File: config.mk
export PLATFORM = sky130hd
export DESIGN_NAME = gpio_apb_arb
export DESIGN_NICKNAME = d
export VERILOG_FILES = /design/src/rtl/gpio_apb_arb.sv
export SDC_FILE = /design/constraint.sdc
export NUM_CORES = 1
export LEC_CHECK = 0
export CAP_MARGIN = 20
export CORE_MARGIN = 2
export CORE_UTILIZATION = 27
export CTS_BUF_LIST = sky130_fd_sc_hd__clkbuf_4
export CTS_CLUSTER_DIAMETER = 60
export DETAILED_ROUTE_END_ITERATION = 8
export SLEW_MARGIN = 25
export SYNTH_ARGS = -nofsm -noshare
export SYNTH_HDL_FRONTEND = slang
export SYNTH_SLANG_ARGS = --single-unit
File: constraint.sdc
create_clock -name pclk -period 5 [get_ports pclk]
set_clock_uncertainty 0.1 [all_clocks]
set_input_delay 1 -clock pclk [delete_from_list [all_inputs] [get_ports pclk]]
set_output_delay 1 -clock pclk [all_outputs]
set_load 0.01 [all_outputs]
File: src/rtl/gpio_apb_arb.sv
// gpio_apb_arb: round-robin arbiter sharing one two-phase APB slave port between two requesters
module gpio_apb_arb #(
    parameter int ADDR_W = 6,
    parameter int DATA_W = 16
) (
    input  logic                  pclk,
    input  logic                  p_reset,
    input  logic [1:0]            req_i,
    input  logic [1:0]            we_i,
    input  logic [2*ADDR_W-1:0]   addr_i,
    input  logic [2*DATA_W-1:0]   wdata_i,
    output logic [1:0]            ack_o,
    output logic [1:0]            rvalid_o,
    output logic [DATA_W-1:0]     rdata_o,
    output logic                  psel,
    output logic                  penable,
    output logic                  pwrite,
    output logic [ADDR_W-1:0]     paddr,
    output logic [31:0]           pwdata,
    input  logic [31:0]           prdata
);
    typedef enum logic [1:0] {IDLE, SETUP, ACCESS} state_t;
    state_t              state_q, state_d;
    logic                owner_q, owner_d, last_gnt_q, last_gnt_d;
    logic                pwrite_q, pwrite_d;
    logic [ADDR_W-1:0]   paddr_q, paddr_d;
    logic [DATA_W-1:0]   pwdata_q, pwdata_d, rdata_q, rdata_d;
    logic [1:0]          rvalid_q, rvalid_d, cand;
    logic                win, grant, rd_cap;
    logic                unused_prdata;
    assign unused_prdata = ^prdata[31:DATA_W];
    always_comb begin
        // the current owner is masked at the ACCESS arbitration point
        cand       = (state_q == ACCESS) ? (req_i & ~(2'b01 << owner_q)) : req_i;
        win        = (&cand) ? ~last_gnt_q : cand[1];
        grant      = (|cand) && (state_q != SETUP);
        state_d    = (state_q == SETUP) ? ACCESS : (grant ? SETUP : IDLE);
        owner_d    = grant ? win : owner_q;
        last_gnt_d = grant ? win : last_gnt_q;
        pwrite_d   = grant ? we_i[win] : pwrite_q;
        paddr_d    = grant ? (win ? addr_i[2*ADDR_W-1:ADDR_W] : addr_i[ADDR_W-1:0]) : paddr_q;
        pwdata_d   = grant ? (win ? wdata_i[2*DATA_W-1:DATA_W] : wdata_i[DATA_W-1:0]) : pwdata_q;
        rd_cap     = (state_q == ACCESS) && !pwrite_q;
        rdata_d    = rd_cap ? prdata[DATA_W-1:0] : rdata_q;
        rvalid_d   = rd_cap ? (2'b01 << owner_q) : 2'b00;
    end
    always_ff @(posedge pclk) begin
        if (p_reset) begin
            state_q    <= IDLE;
            owner_q    <= 1'b0;
            last_gnt_q <= 1'b1;
            pwrite_q   <= 1'b0;
            paddr_q    <= '0;
            pwdata_q   <= '0;
            rdata_q    <= '0;
            rvalid_q   <= 2'b00;
        end else begin
            state_q    <= state_d;
            owner_q    <= owner_d;
            last_gnt_q <= last_gnt_d;
            pwrite_q   <= pwrite_d;
            paddr_q    <= paddr_d;
            pwdata_q   <= pwdata_d;
            rdata_q    <= rdata_d;
            rvalid_q   <= rvalid_d;
        end
    end
    assign psel     = state_q != IDLE;
    assign penable  = state_q == ACCESS;
    assign ack_o    = (state_q == ACCESS) ? (2'b01 << owner_q) : 2'b00;
    assign pwrite   = pwrite_q;
    assign paddr    = paddr_q;
    assign pwdata   = {{(32-DATA_W){1'b0}}, pwdata_q};
    assign rdata_o  = rdata_q;
    assign rvalid_o = rvalid_q;
endmodule

# After elaboration in Yosys (flattened, before gate mapping)
# Index checks and enable logic that the tools add are counted.
# totals
regBits,45
output_inout_bits,61
# classes
n_lt_le_gt_ge,1
eq_ne,3
n_shift,1
n_mux,9
bitwise,4
reduce_logical,8
# op_table
cell,count
16-bit two-way mux,1
2-bit two-way mux,3
6-bit two-way mux,1
2-bit OR reduction,3
1-bit two-way mux,4
2-bit bitwise AND,1
2-bit by 1-bit equality test with 1-bit output (second input constant),1
2-bit equality test (second input constant),1
1-bit logical AND,2
1-bit by 2-bit less-than comparator with 1-bit output (second input constant),1
2-bit by 1-bit inequality test with 1-bit output (second input constant),1
1-bit inverter,2
2-bit inverter,1
2-bit AND reduction,1
2-bit nonzero test,1
1-bit by 1-bit left shift with 2-bit output (first input constant),1
1-bit zero test,1

# Depth between registers and ports, before layout
# Gate-level depths: netlist of run 1.
# logic_depth
word_depth,8
depth_mapped,7

# Worst setup path after synthesis of run 1
# No wires, ideal clock.
# synth_path
kind,input to register
startpoint,input port req_i[0]
endpoint,register pwdata_q[10]
arrival_time_ps,2024
slack_ps,2730
cell_stages,5
path_buffers,1
cell_sequence,inv_1 -> o311ai_4 -> buf_8 -> mux2i_1 -> a211oi_2
# synth_via
elab_chain_cells,5
word_cells_on_any_way,7
classes_between,3 x mux; 1 x bitwise; 3 x reduce/logical
# synth_rtl
element,line,text
"start, declared",8,"input logic [1:0] req_i,"
2-bit bitwise AND,34,cand = (state_q == ACCESS) ? (req_i & ~(2'b01 << owner_q)) : req_i;
2-bit two-way mux (*),34,
2-bit AND reduction,35,win = (&cand) ? ~last_gnt_q : cand[1];
1-bit two-way mux,35,
16-bit two-way mux,42,pwdata_d = grant ? (win ? wdata_i[2*DATA_W-1:DATA_W] : wdata_i[DATA_W-1:0]) : pwdata_q;
"end signal, assigned",63,pwdata_q <= pwdata_d;
"end, declared",27,"logic [DATA_W-1:0] pwdata_q, pwdata_d, rdata_q, rdata_d;"
# Mark *: on every way between the ends. The rest lies on a longest branch, timed or not.
# A chain may end at the register's enable or synchronous reset.

# Worst setup path in the final report of run 1
# layout_path
startpoint,input port req_i[1]
endpoint,register pwdata_q[15]
# The elaborated chain is that of the path after synthesis.

==> summary by stage, run 1 <==
Clock network
The clock tree from TritonCTS is built. The post-CTS setup buffer count is 0. After clock tree synthesis, the clock-pin slew on the worst setup and hold paths is 140 ps.

The root buffer cell is sky130_fd_sc_hd__clkbuf_4. For the worst-skew pair, the clock arrives at the later sink with an insertion delay of 350 ps. The number of buffers inserted for hold repair after clock tree synthesis is 0.

The H-tree was split into 2 levels. The total clock sinks is 45. The number of CTS-inserted buffers is 5. The quantity of gates resized following cts is 0. The clock passes through at most 2 buffers.

Critical path
The critical path starts at req_i[1]. The type of origin of the critical path is an input pin. Walking the worst path, the cells encountered are clkdlybuf4s50_1 -> or3_1 -> and2_4 -> a211oi_1. Measured in cells, the most critical reg-to-reg path has a length of 3.

The arrival time at the worst endpoint is 3030 ps. The terminus of the critical flop-to-flop path is pwdata_q[15]$_SDFFE_PP0P_. For flop-to-flop paths, the worst setup slack is between 2000 and 3000 ps. The endpoint class of the critical path is a flop. By startpoint and endpoint, the worst setup path is classified as in -> reg. In this run the worst setup path terminates at pwdata_q[15]$_SDFFE_PP0P_. The worst reg2reg path startpoint is owner_q$_SDFFE_PP0P_. The biggest fanout along the worst timing path is 26. At the worst endpoint, the required time is 5130 ps. In this design, the stage delay of the slowest critical-path cell is ~770 ps. The master of the slowest instance on the critical path is sky130_fd_sc_hd__or3_1.

Floorplan
The vertical die dimension is 93.3 um. In this run the standard cell core region covers slightly below 8000 um2. The die covers 8710 um2. After floorplanning, the core was divided into 32 placement rows. The die is 93.3 um wide. In this run the count of I/O pins placed on the die edge is 143. The effective utilization at floorplan is roughly 28%.

Drt
The first-pass detailed-route iteration total is 4. The routed via count is 1892. The via-per-instance ratio is about 4.4.

Summed over all layers, the routed wires come to 5740 um. The detailed router finished its first iteration with 37 violations. After detailed routing, the average wire length per cell comes to ~13 um. The number of nets still failing antenna checks after routing is 0. The post-route DRC violation count is 0.

STA
Setup violations remaining at the end of the flow were counted as 0. The number of hold-slack violations in the final timing report came to 0. Hold is met by ~360 ps. The count of final max-slew check failures was 0. The worst slew margin relative to its limit is between 30% and 40%. The final sum of negative setup slack is 0 ps. At the pin with the least slew margin, the transition time is 962 ps. The time the worst path needs with I/O delays and setup is between 2000 and 3000 ps.

The portion of the clock cycle consumed by the worst path in the final layout is about three fifths. Static timing analysis puts the maximum clock frequency at 344 MHz. Setup repair after global routing left no endpoint under its margin.

GRT
The first global-routing pass estimated 9360 um of wire. The sum of overflow across all layers after global routing is 0. Global routing used 13.5% of the available tracks. The largest net degree at the start of global routing is 44. The initial antenna violation count is 0. The via count of the first global-routing pass is 1981.

Placed design
After detailed placement, the design holds a cell count of 418. Buffers placed on the I/O ports in this run total 110. Summing all placed instances gives a cell area of 3210 um2. Once detailed placement completed, the half-perimeter wirelength came to 4110 um. The congestion estimate from routability-driven global placement came to between 0.6 and 0.7.

Final layout
After routing the design area is 3300 um2. The final layout contains 405 nets. The number of antenna diodes is 0. For this run, the number of standard cells in the final layout without fillers is roughly 430.

Of the cells placed in the final design, the portion with a size suffix greater than 1 is a little under an eighth. Relative to the synthesized area, the layout overhead comes to 53.0%.

Power and ir drop
The total power draw is 0.000886 W. In this run the static leakage power is 1.27 nW. The peak supply drop is ~120 uV. In this run the power density over the cells is around 270 nW/um2.

Yosys
The average instance area after synthesis is 9.66 um2. By area the synthesized netlist is led by sky130_fd_sc_hd__dfxtp_1 42%, sky130_fd_sc_hd__a211oi_2 11%, sky130_fd_sc_hd__mux2i_1 11%, sky130_fd_sc_hd__a21oi_1 9.3%, sky130_fd_sc_hd__buf_4 5.6%. The sequential cell area fraction in the yosys report is 41.8%. The count of synthesis-stage warnings from yosys is 0. The cell area after technology mapping is 2150 um2. The share of Yosys cell area claimed by the top area cell type is 41.8%. The count of mapped cells out of synthesis is 223. The count of state elements after synthesis is 45. In this run, distinct cell masters in the synthesized netlist total 29. The cell type with the largest total area after synthesis is sky130_fd_sc_hd__dfxtp_1.

Hold path
The type of the most critical hold path is reg -> reg.

Flow run
The tool flagged a number of max-cap violations equal to 0.

Status
The flow ran to the end, and the final reports show no timing, DRC or antenna violations.
per-stage QoR:
stage | util [%] | setup slack [ps]
2_1_floorplan | - | 2730
3_3_place_gp | 41.6 | 1680
3_5_place_dp | 41.6 | 1670
4_1_cts | 42.6 | 2070
5_1_grt | 42.6 | 1990
6_report | 42.6 | 2090
worst max-delay path: cells and delay by family:
family	cells	cell delay, ps
simple gates	2	1340
compound gates	1	130
buf+inv	1	540
cell type report:
| type | instances | area [um2] |
|---|---|---|
| inverters | 6 | 25.0 |
| repair buffers | 112 | 1110 |
| fillers | 773 | 4430 |
| clock buffers | 5 | 37.5 |
| well taps | 102 | 128 |
| multi-input cells | 153 | 1050 |
| clock inverters | 3 | 41.3 |
| flip-flops and latches | 45 | 901 |
metal layers:
metal  vias to the layer above  wire, um  GRT usage (%)
met3                         5       722           6.77
met4                         0        42           3.31
met2                        89      2520           22.5
li1                        942         -              -
met5                         -         0              0
met1                       856      2450           15.3
synthesized netlist by cell type (all sizes together):
cell and count:
a211oi 23, a21oi 40, a311oi 1, and2 2
and3 1, buf 25, clkbuf 9, conb 1
dfxtp 45, inv 6, mux2i 23, nand2 32
nand2b 2, nand3b 2, nor2 3, nor2b 1
nor3 2, o211ai 1, o311ai 1, or2 1
or2b 1, or3 1
cell usage in the layout, fill, tap and decap left out, types with 2 or more instances in the layout:
cell type,n
sky130_fd_sc_hd__clkdlybuf4s50_1,109
sky130_fd_sc_hd__conb_1,16
sky130_fd_sc_hd__a21oi_1,40
sky130_fd_sc_hd__nand2_1,32
sky130_fd_sc_hd__nand3b_1,2
sky130_fd_sc_hd__inv_1,5
sky130_fd_sc_hd__nor3_1,2
sky130_fd_sc_hd__a211oi_1,4
sky130_fd_sc_hd__a211oi_2,19
sky130_fd_sc_hd__dfxtp_1,45
sky130_fd_sc_hd__clkbuf_4,5
sky130_fd_sc_hd__mux2i_1,23
sky130_fd_sc_hd__buf_4,3
sky130_fd_sc_hd__nor2_1,2
how the worst min path moves through the flow:
stage | slack (ps) | cells after the start | to | start
floorplan | 380 | 2 | rdata_o[0]$_SDFFE_PP0P_ | rdata_o[0]$_SDFFE_PP0P_
detailed placement | 350 | 2 | rdata_o[15]$_SDFFE_PP0P_ | rdata_o[15]$_SDFFE_PP0P_
global placement | 340 | 2 | rdata_o[6]$_SDFFE_PP0P_ | rdata_o[6]$_SDFFE_PP0P_
CTS | 370 | 2 | rdata_o[5]$_SDFFE_PP0P_ | rdata_o[5]$_SDFFE_PP0P_
global route | 390 | 2 | rdata_o[11]$_SDFFE_PP0P_ | rdata_o[11]$_SDFFE_PP0P_
finish | 360 | 2 | rdata_o[15]$_SDFFE_PP0P_ | rdata_o[15]$_SDFFE_PP0P_
report_power, final:
part	switching (W)	internal, W	total [W]
combinational	0.000114	0.000142	0.000256
clock	0.000120	0.000104	0.000224
sequential	0.0000169	0.000389	0.000406
total	0.000251	0.000635	0.000886
cells by family (layout without fill, tap and decap cells):
family	count (synthesis)	count (layout)	share of synthesized area, %
buffers and inverters	40	126	12.2
AND/OR/NAND/NOR	48	48	10.4
AO/OA/AOI/OAI	66	66	24.7
multiplexers	23	23	10.7
other	1	16	0.174
flip-flops	45	45	41.8
registers in the layout (all words and copies together) (netlist names):
| signal | count |
|---|---|
| last_gnt_q | 1 |
| owner_q | 1 |
| paddr | 6 |
| pwdata_q | 16 |
| pwrite | 1 |
| rdata_o | 16 |
| rvalid_o | 2 |
| state_q | 2 |
(Power assumes the default switching activity.)
==> run 2: changes to the inputs <==
Clock period 5 ns to 2.92 ns, I/O delays scaled along.
==> run 2 against run 1 <==
Critical path depth fell by 1. Non-clock buffer count rose by 4. Cell area rose by 1.9%. Register-to-register slack got worse by 1700 ps. Count of clock-buffer cells in the layout did not move. Utilization rose by 0.79 points. Global-route usage fell by 0.29 points. Critical endpoint is now ack_o[1]. Largest power group unchanged. Highest routed layer unchanged.
==> summary by stage, run 2 (synthesized netlist as in run 1, its figures left out) <==
Clock network
The number of clock buffers added by TritonCTS is 5. Clock-pin slew was measured on the worst setup and hold paths at 130 ps. In this run the deepest clock path goes through 2 buffers. The root buffer cell chosen for the clock tree is sky130_fd_sc_hd__clkbuf_4. For this design, the CTS-stage hold fixing added 0 buffers. Gates resized during post-CTS repair numbered 0.

The clock tree from TritonCTS is built. Clock tree synthesis found a total of 45 sinks. After clock tree synthesis, the setup repair step added 0 buffers. The clock tree synthesis step divided the H-tree into 2 levels.

For the worst-skew pair, the clock arrives at the later sink with an insertion delay of 350 ps.

STA
The count of final max-slew check failures came to 0. The time the worst path needs with I/O delays and setup is 2360 ps. Hold timing on the final database bottoms out at a slack of 363 ps.

Timing would allow up to 424 MHz. At the pin with the least slew margin, the transition time is a little over 700 ps. Setup repair after global routing left no endpoint under its margin. The portion of the clock cycle consumed by the worst path in the final layout is 80.7%.

The number of hold-slack violations in the final timing report came to 0. The worst path meets setup with around 560 ps of slack. Adding up every negative setup slack in the final design gives 0 ps. Headroom to the max-slew limit came out at a little over half. The final setup violation count is 0.

Placed design
Summed over all nets, the half-perimeter wirelength after detailed placement is just over 4000 um. Prior to clock tree synthesis, the placed netlist has a worst setup slack of about 380 ps. The count of buffers added on input and output ports is 110. At the end of routability-driven placement, the weighted congestion stood at 0.723. The cell area after placement is 3250 um2.

GRT
The largest net degree at the start of global routing is 33. The first-pass GRT wire length is just over 9000 um. The initial antenna violation count is 0.

After global routing the overflow that remains totals 0. The global-route total usage across every layer is 13.2%. The via count of the first global-routing pass was 1882.

Final layout
The post-synthesis to final-layout area growth is 55.8%. The number of nets in the layout is 409. 0 antenna diodes ended up in the layout. In the layout the commonest cells are 109 x sky130_fd_sc_hd__clkdlybuf4s50_1, 45 x sky130_fd_sc_hd__dfxtp_1, 40 x sky130_fd_sc_hd__a21oi_1. The number of filler cells placed in the layout is 752.

The final standard cell area without fillers is roughly 3400 um2. Registers take 901 um2. In the final layout, the multi-input gates occupy 1050 um2. The library cell used most frequently in the layout, excluding fill and tap cells, is sky130_fd_sc_hd__clkdlybuf4s50_1. The layout cell share with drive strength beyond 1 is about an eighth.

Flow run
Across the run, the number of max-cap violations was 0.

Drt
In the routed design, unresolved DRC markers number 0. The total routed wirelength is 5670 um. The routed wirelength normalized by instance count is 13.2 um.

The detailed router placed 1878 vias in this run. The via-per-instance ratio is 4.37. The detail route stage leaves a number of antenna-violating nets equal to 0. The first detailed-routing pass took 4 iterations. The detailed router finished its first iteration with 28 violations.

Floorplan
The placement row count is 32. The I/O pin count is 143. The area of the core is 7730 um2. The width of the die is 93.3 um. The die covers just under 9000 um2. Once the floorplan was initialized, standard cells occupied 27.9% of the core. Measured along the y axis, the die boundary spans 93.3 um.

Critical path
The worst setup path is captured at an output pin. The critical path starts at owner_q$_SDFFE_PP0P_. Along the worst path, the maximum fanout reaches 7. The register-to-register path setup slack is 1030 ps. The category of the critical setup timing path is reg -> out.

The worst path required time is ~2200 ps. Counting cells, the worst reg-to-reg path comes to 4. The worst register-to-register path begins at state_q[1]$_SDFF_PP0_. The terminus of the critical flop-to-flop path is pwdata_q[0]$_SDFFE_PP0P_. The arrival time at the worst endpoint is 1670 ps. The type of origin of the critical path is a flop.

Power and ir drop
The leakage power is 1.31 nW. The peak supply drop is between 200 and 250 uV. The areal power density over the cells is 479 nW/um2.

Hold path
The hold path endpoint is rdata_o[8]$_SDFFE_PP0P_. The type of the most critical hold path is reg -> reg. The worst hold path stage count is 2. The startpoint identified for the worst hold timing path is rdata_o[8]$_SDFFE_PP0P_.

Status
The flow ran to the end, and the final reports show no timing, DRC or antenna violations.
==> run 2: cell types whose count changed in the layout (fill, tap and decap cells not counted), sizes merged <==
cell / change
bufinv: +1
buf: +4
clkinvlp: -1
==> run 2: per-layer routing <==
layer / GRT usage (%) / up-vias / part of all wire, %
li1: - / 949 / -
met1: 15.6 / 836 / 43
met2: 21.3 / 89 / 43
met3: 6.45 / 4 / 13
met4: 3.31 / 0 / 0.78
met5: 0 / - / 0
==> run 2: worst max path at each step <==
stage	end
6_report	ack_o[1]
5_1_grt	ack_o[1]
4_1_cts	ack_o[1]
3_5_place_dp	pwdata_q[0]$_SDFFE_PP0P_
3_3_place_gp	paddr[5]$_SDFFE_PP0P_
2_1_floorplan	pwdata_q[10]$_SDFFE_PP0P_
==> run 2: power by group <==
part / total [W] / internal [W] / switching [W]
Combinational: 0.000445 / 0.000250 / 0.000195
Clock: 0.000467 / 0.000265 / 0.000202
Sequential: 0.000695 / 0.000666 / 0.0000287
Total: 0.00161 / 0.00118 / 0.000426
==> run 2: final cells by class <==
cell class / count / share of cell area (%)
Clock inverter: 3 / 1.94
Timing Repair Buffer: 116 / 34.4
Inverter: 6 / 0.745
Multi-Input combinational cell: 153 / 31.2
Tap cell: 102 / 3.80
Sequential cell: 45 / 26.8
Clock buffer: 5 / 1.12
==> run 2: per-stage QoR <==
| step | util, % | total power [W] | std cells |
|---|---|---|---|
| final | 43.4 | 0.00161 | 430 |
| after global routing | 43.4 | 0.00170 | 430 |
| after global placement | 42.1 | 0.00116 | 422 |
| after detailed placement | 42.1 | 0.00116 | 422 |
| after floorplan | - | 0.000959 | 238 |
| after CTS | 43.4 | 0.00164 | 430 |
==> run 2: critical path: stages, from the launching register on <==
cell and delay, ps:
sky130_fd_sc_hd__dfxtp_1 520, sky130_fd_sc_hd__nand3b_1 200, sky130_fd_sc_hd__inv_1 80, sky130_fd_sc_hd__clkdlybuf4s50_1 530
==> run 3: changes to the inputs <==
Settings changed: PLACE_DENSITY set to 0.66.
Clock period 2.92 ns to 2.1 ns, I/O delays scaled along.
==> run 3 against run 2 <==
Sequential share of layout area decreased by 0.21 points. Cell area increased by 0.93%. Register-to-register slack got worse by 610 ps. Global-route usage decreased by 0.34 points. Routed wire length decreased by 2.1%. Flip-flop and latch count unchanged. Via count increased by 3.2%. Non-clock buffer count increased by 7. Sequential power increased by 39%. Largest cell class unchanged. Highest routed layer unchanged.
==> summary by stage, run 3 (synthesized netlist as in run 1, its figures left out) <==
Clock network
TritonCTS built the clock tree. The tree built by TritonCTS fans out to between 40 and 50 sinks. The number of buffers on the longest clock path is 2. The H-tree generated during clock tree synthesis spans 2 levels. Counting the buffers created by CTS gives 5. The clock latency reported for the late side of the worst-skew pair is approximately 350 ps. The root buffer cell is sky130_fd_sc_hd__clkbuf_4. The clock-pin slew reported for the worst setup and hold paths after clock tree synthesis is between 100 and 150 ps.

Power and ir drop
Dividing total power by cell area gives a power density of 598 nW/um2. The design draws 0.00202 W. The analysis attributes to cell leakage a power of 1.33 nW. The peak supply drop is 268 uV.

GRT
The global-route total usage across every layer is 12.8%. Entering global routing, the biggest net connects 34 pins. Summed over all layers, the global routing overflow is 0.

The initial antenna violation count is 0. The via count of the first global-routing pass is 1885. The first-pass GRT wire length is 8890 um.

STA
The time the worst path needs with I/O delays and setup is 2010 ps. Summed over all failing endpoints, the final setup total negative slack is 0 ps. Measured against its own limit, the worst slew margin works out to 58.2%. Based on the critical path, the design can be clocked at up to between 400 and 500 MHz. For the pin with the worst max-slew slack, the measured transition is 627 ps. The portion of the clock cycle consumed by the worst path in the final layout is 95.8%.

The final setup violation count is 0. The number of hold-slack violations in the final timing report is 0. The count of final max-slew check failures is 0.

Drt
Summing over every cut layer, the via total after detailed routing is a little under 2000. The post-route DRC violation count is 0. The routed wirelength normalized by instance count is 12.7 um. The pre-antenna-repair detailed-routing pass consisted of 4 iterations.

The number of design-rule violations left by the first detailed-router iteration is 45. After detailed routing, the number of vias per cell comes to 4.44. The number of nets still failing antenna checks after routing is 0.

The total routed wirelength is ~5600 um.

Final layout
The post-synthesis to final-layout area growth is 57.3%. Leaving out fill and tap cells, the most frequent cells in the layout are 109 x sky130_fd_sc_hd__clkdlybuf4s50_1, 44 x sky130_fd_sc_hd__dfxtp_1, 40 x sky130_fd_sc_hd__a21oi_1. The net count of the finished layout is 416. Leaving out fill and tap cells, the most frequent cell in the layout is sky130_fd_sc_hd__clkdlybuf4s50_1.

The number of filler cells placed in the layout is 766. The number of antenna diodes is 0. Cells with a size suffix above 1 make up 14.3% of the layout.

Critical path
The biggest cell delay along the critical path is approximately 540 ps. The arrival time at the worst endpoint is 1490 ps. Tracing the worst setup path back leads to its startpoint at owner_q$_SDFFE_PP0P_. STA classifies the critical path startpoint as a flop. The category of the critical setup timing path is reg -> out. The critical path goes through buf_4 -> nor2_1 -> clkdlybuf4s50_1. Among all stages on the critical path, the largest delay is contributed by sky130_fd_sc_hd__clkdlybuf4s50_1. The worst reg2reg path startpoint is state_q[0]$_SDFF_PP0_. The worst path required time is 1580 ps. The biggest fanout along the worst timing path is 6. The worst setup path is captured at an output pin.

Floorplan
In this run the vertical extent of the chip is 93.3 um. In this run the standard cell core region covers about 7700 um2. The total die area is 8710 um2. The placement row count is 32. The effective utilization at floorplan is 27.9%.

The die is 93.3 um wide. For this design the top-level I/O count stands at 143.

Placed design
The count of buffers from port buffering is 110. At the end of routability-driven placement, the weighted congestion stood at 0.740. Once detailed placement completed, the half-perimeter wirelength came to 4140 um.

Flow run
Across the run, the number of max-cap violations was 0.

Hold path
The min-delay analysis places its worst path in the category in -> reg. The worst hold path begins at p_reset.

Status
The run finished with clean final reports.
run 3: path summary, 6_finish.rpt:
kind / endpoint / slack [ps] / cells after the start
setup / recovery: ack_o[0] / 90 / 3
hold reg to reg: rdata_o[10]$_SDFFE_PP0P_ / 360 / 2
setup reg to reg: paddr[1]$_SDFFE_PP0P_ / 420 / 6
hold / removal: pwdata_q[1]$_SDFFE_PP0P_ / 310 / 2
run 3: final cells by class:
cell class / count / area, um2 / area share [%]
tap: 102 / 128 / 3.77
sequential: 45 / 902 / 26.6
clock inverter: 3 / 17.5 / 0.517
timing repair buffer: 123 / 1230 / 36.3
multi-input combinational: 153 / 1050 / 30.9
inverter: 6 / 25.0 / 0.739
clock buffer: 5 / 37.5 / 1.11
run 3: metrics by stage:
step	utilization [%]	std cells	hold WS, ps	area (um2)	setup WS (ps)
6_report	43.8	437	314	3390	87.2
5_1_grt	43.8	437	311	3390	-1.48
4_1_cts	43.8	436	298	3380	15.5
3_3_place_gp	43.0	428	341	3320	-94.0
3_5_place_dp	43.0	428	349	3320	-108
2_1_floorplan	-	238	381	2210	410
run 3: report_power, final:
part	switching (W)	total, W	internal, W
Clock	0.000285	0.000413	0.000127
Sequential	0.0000379	0.000964	0.000926
Combinational	0.000277	0.000648	0.000371
Total	0.000600	0.00202	0.00142
run 3: per-layer routing:
metal	share of wire, %	global-route usage (%)	vias up
met4	0.77	2.94	0
li1	-	-	962
met2	45	20.9	98
met3	13	5.96	4
met1	42	15.4	875
met5	0	0	-
run 3: critical path: cells and delay by family, from the launching register on:
| kind | cells | cell delay (ps) |
|---|---|---|
| simple gates | 1 | 100 |
| flops | 1 | 340 |
| buf+inv | 2 | 700 |
run 3: timing repair:
item	4_1_cts	5_1_grt
setup buffers	0	1
hold buffers	0	0
gates resized for setup	1	0
setup endpoints to repair	1	1
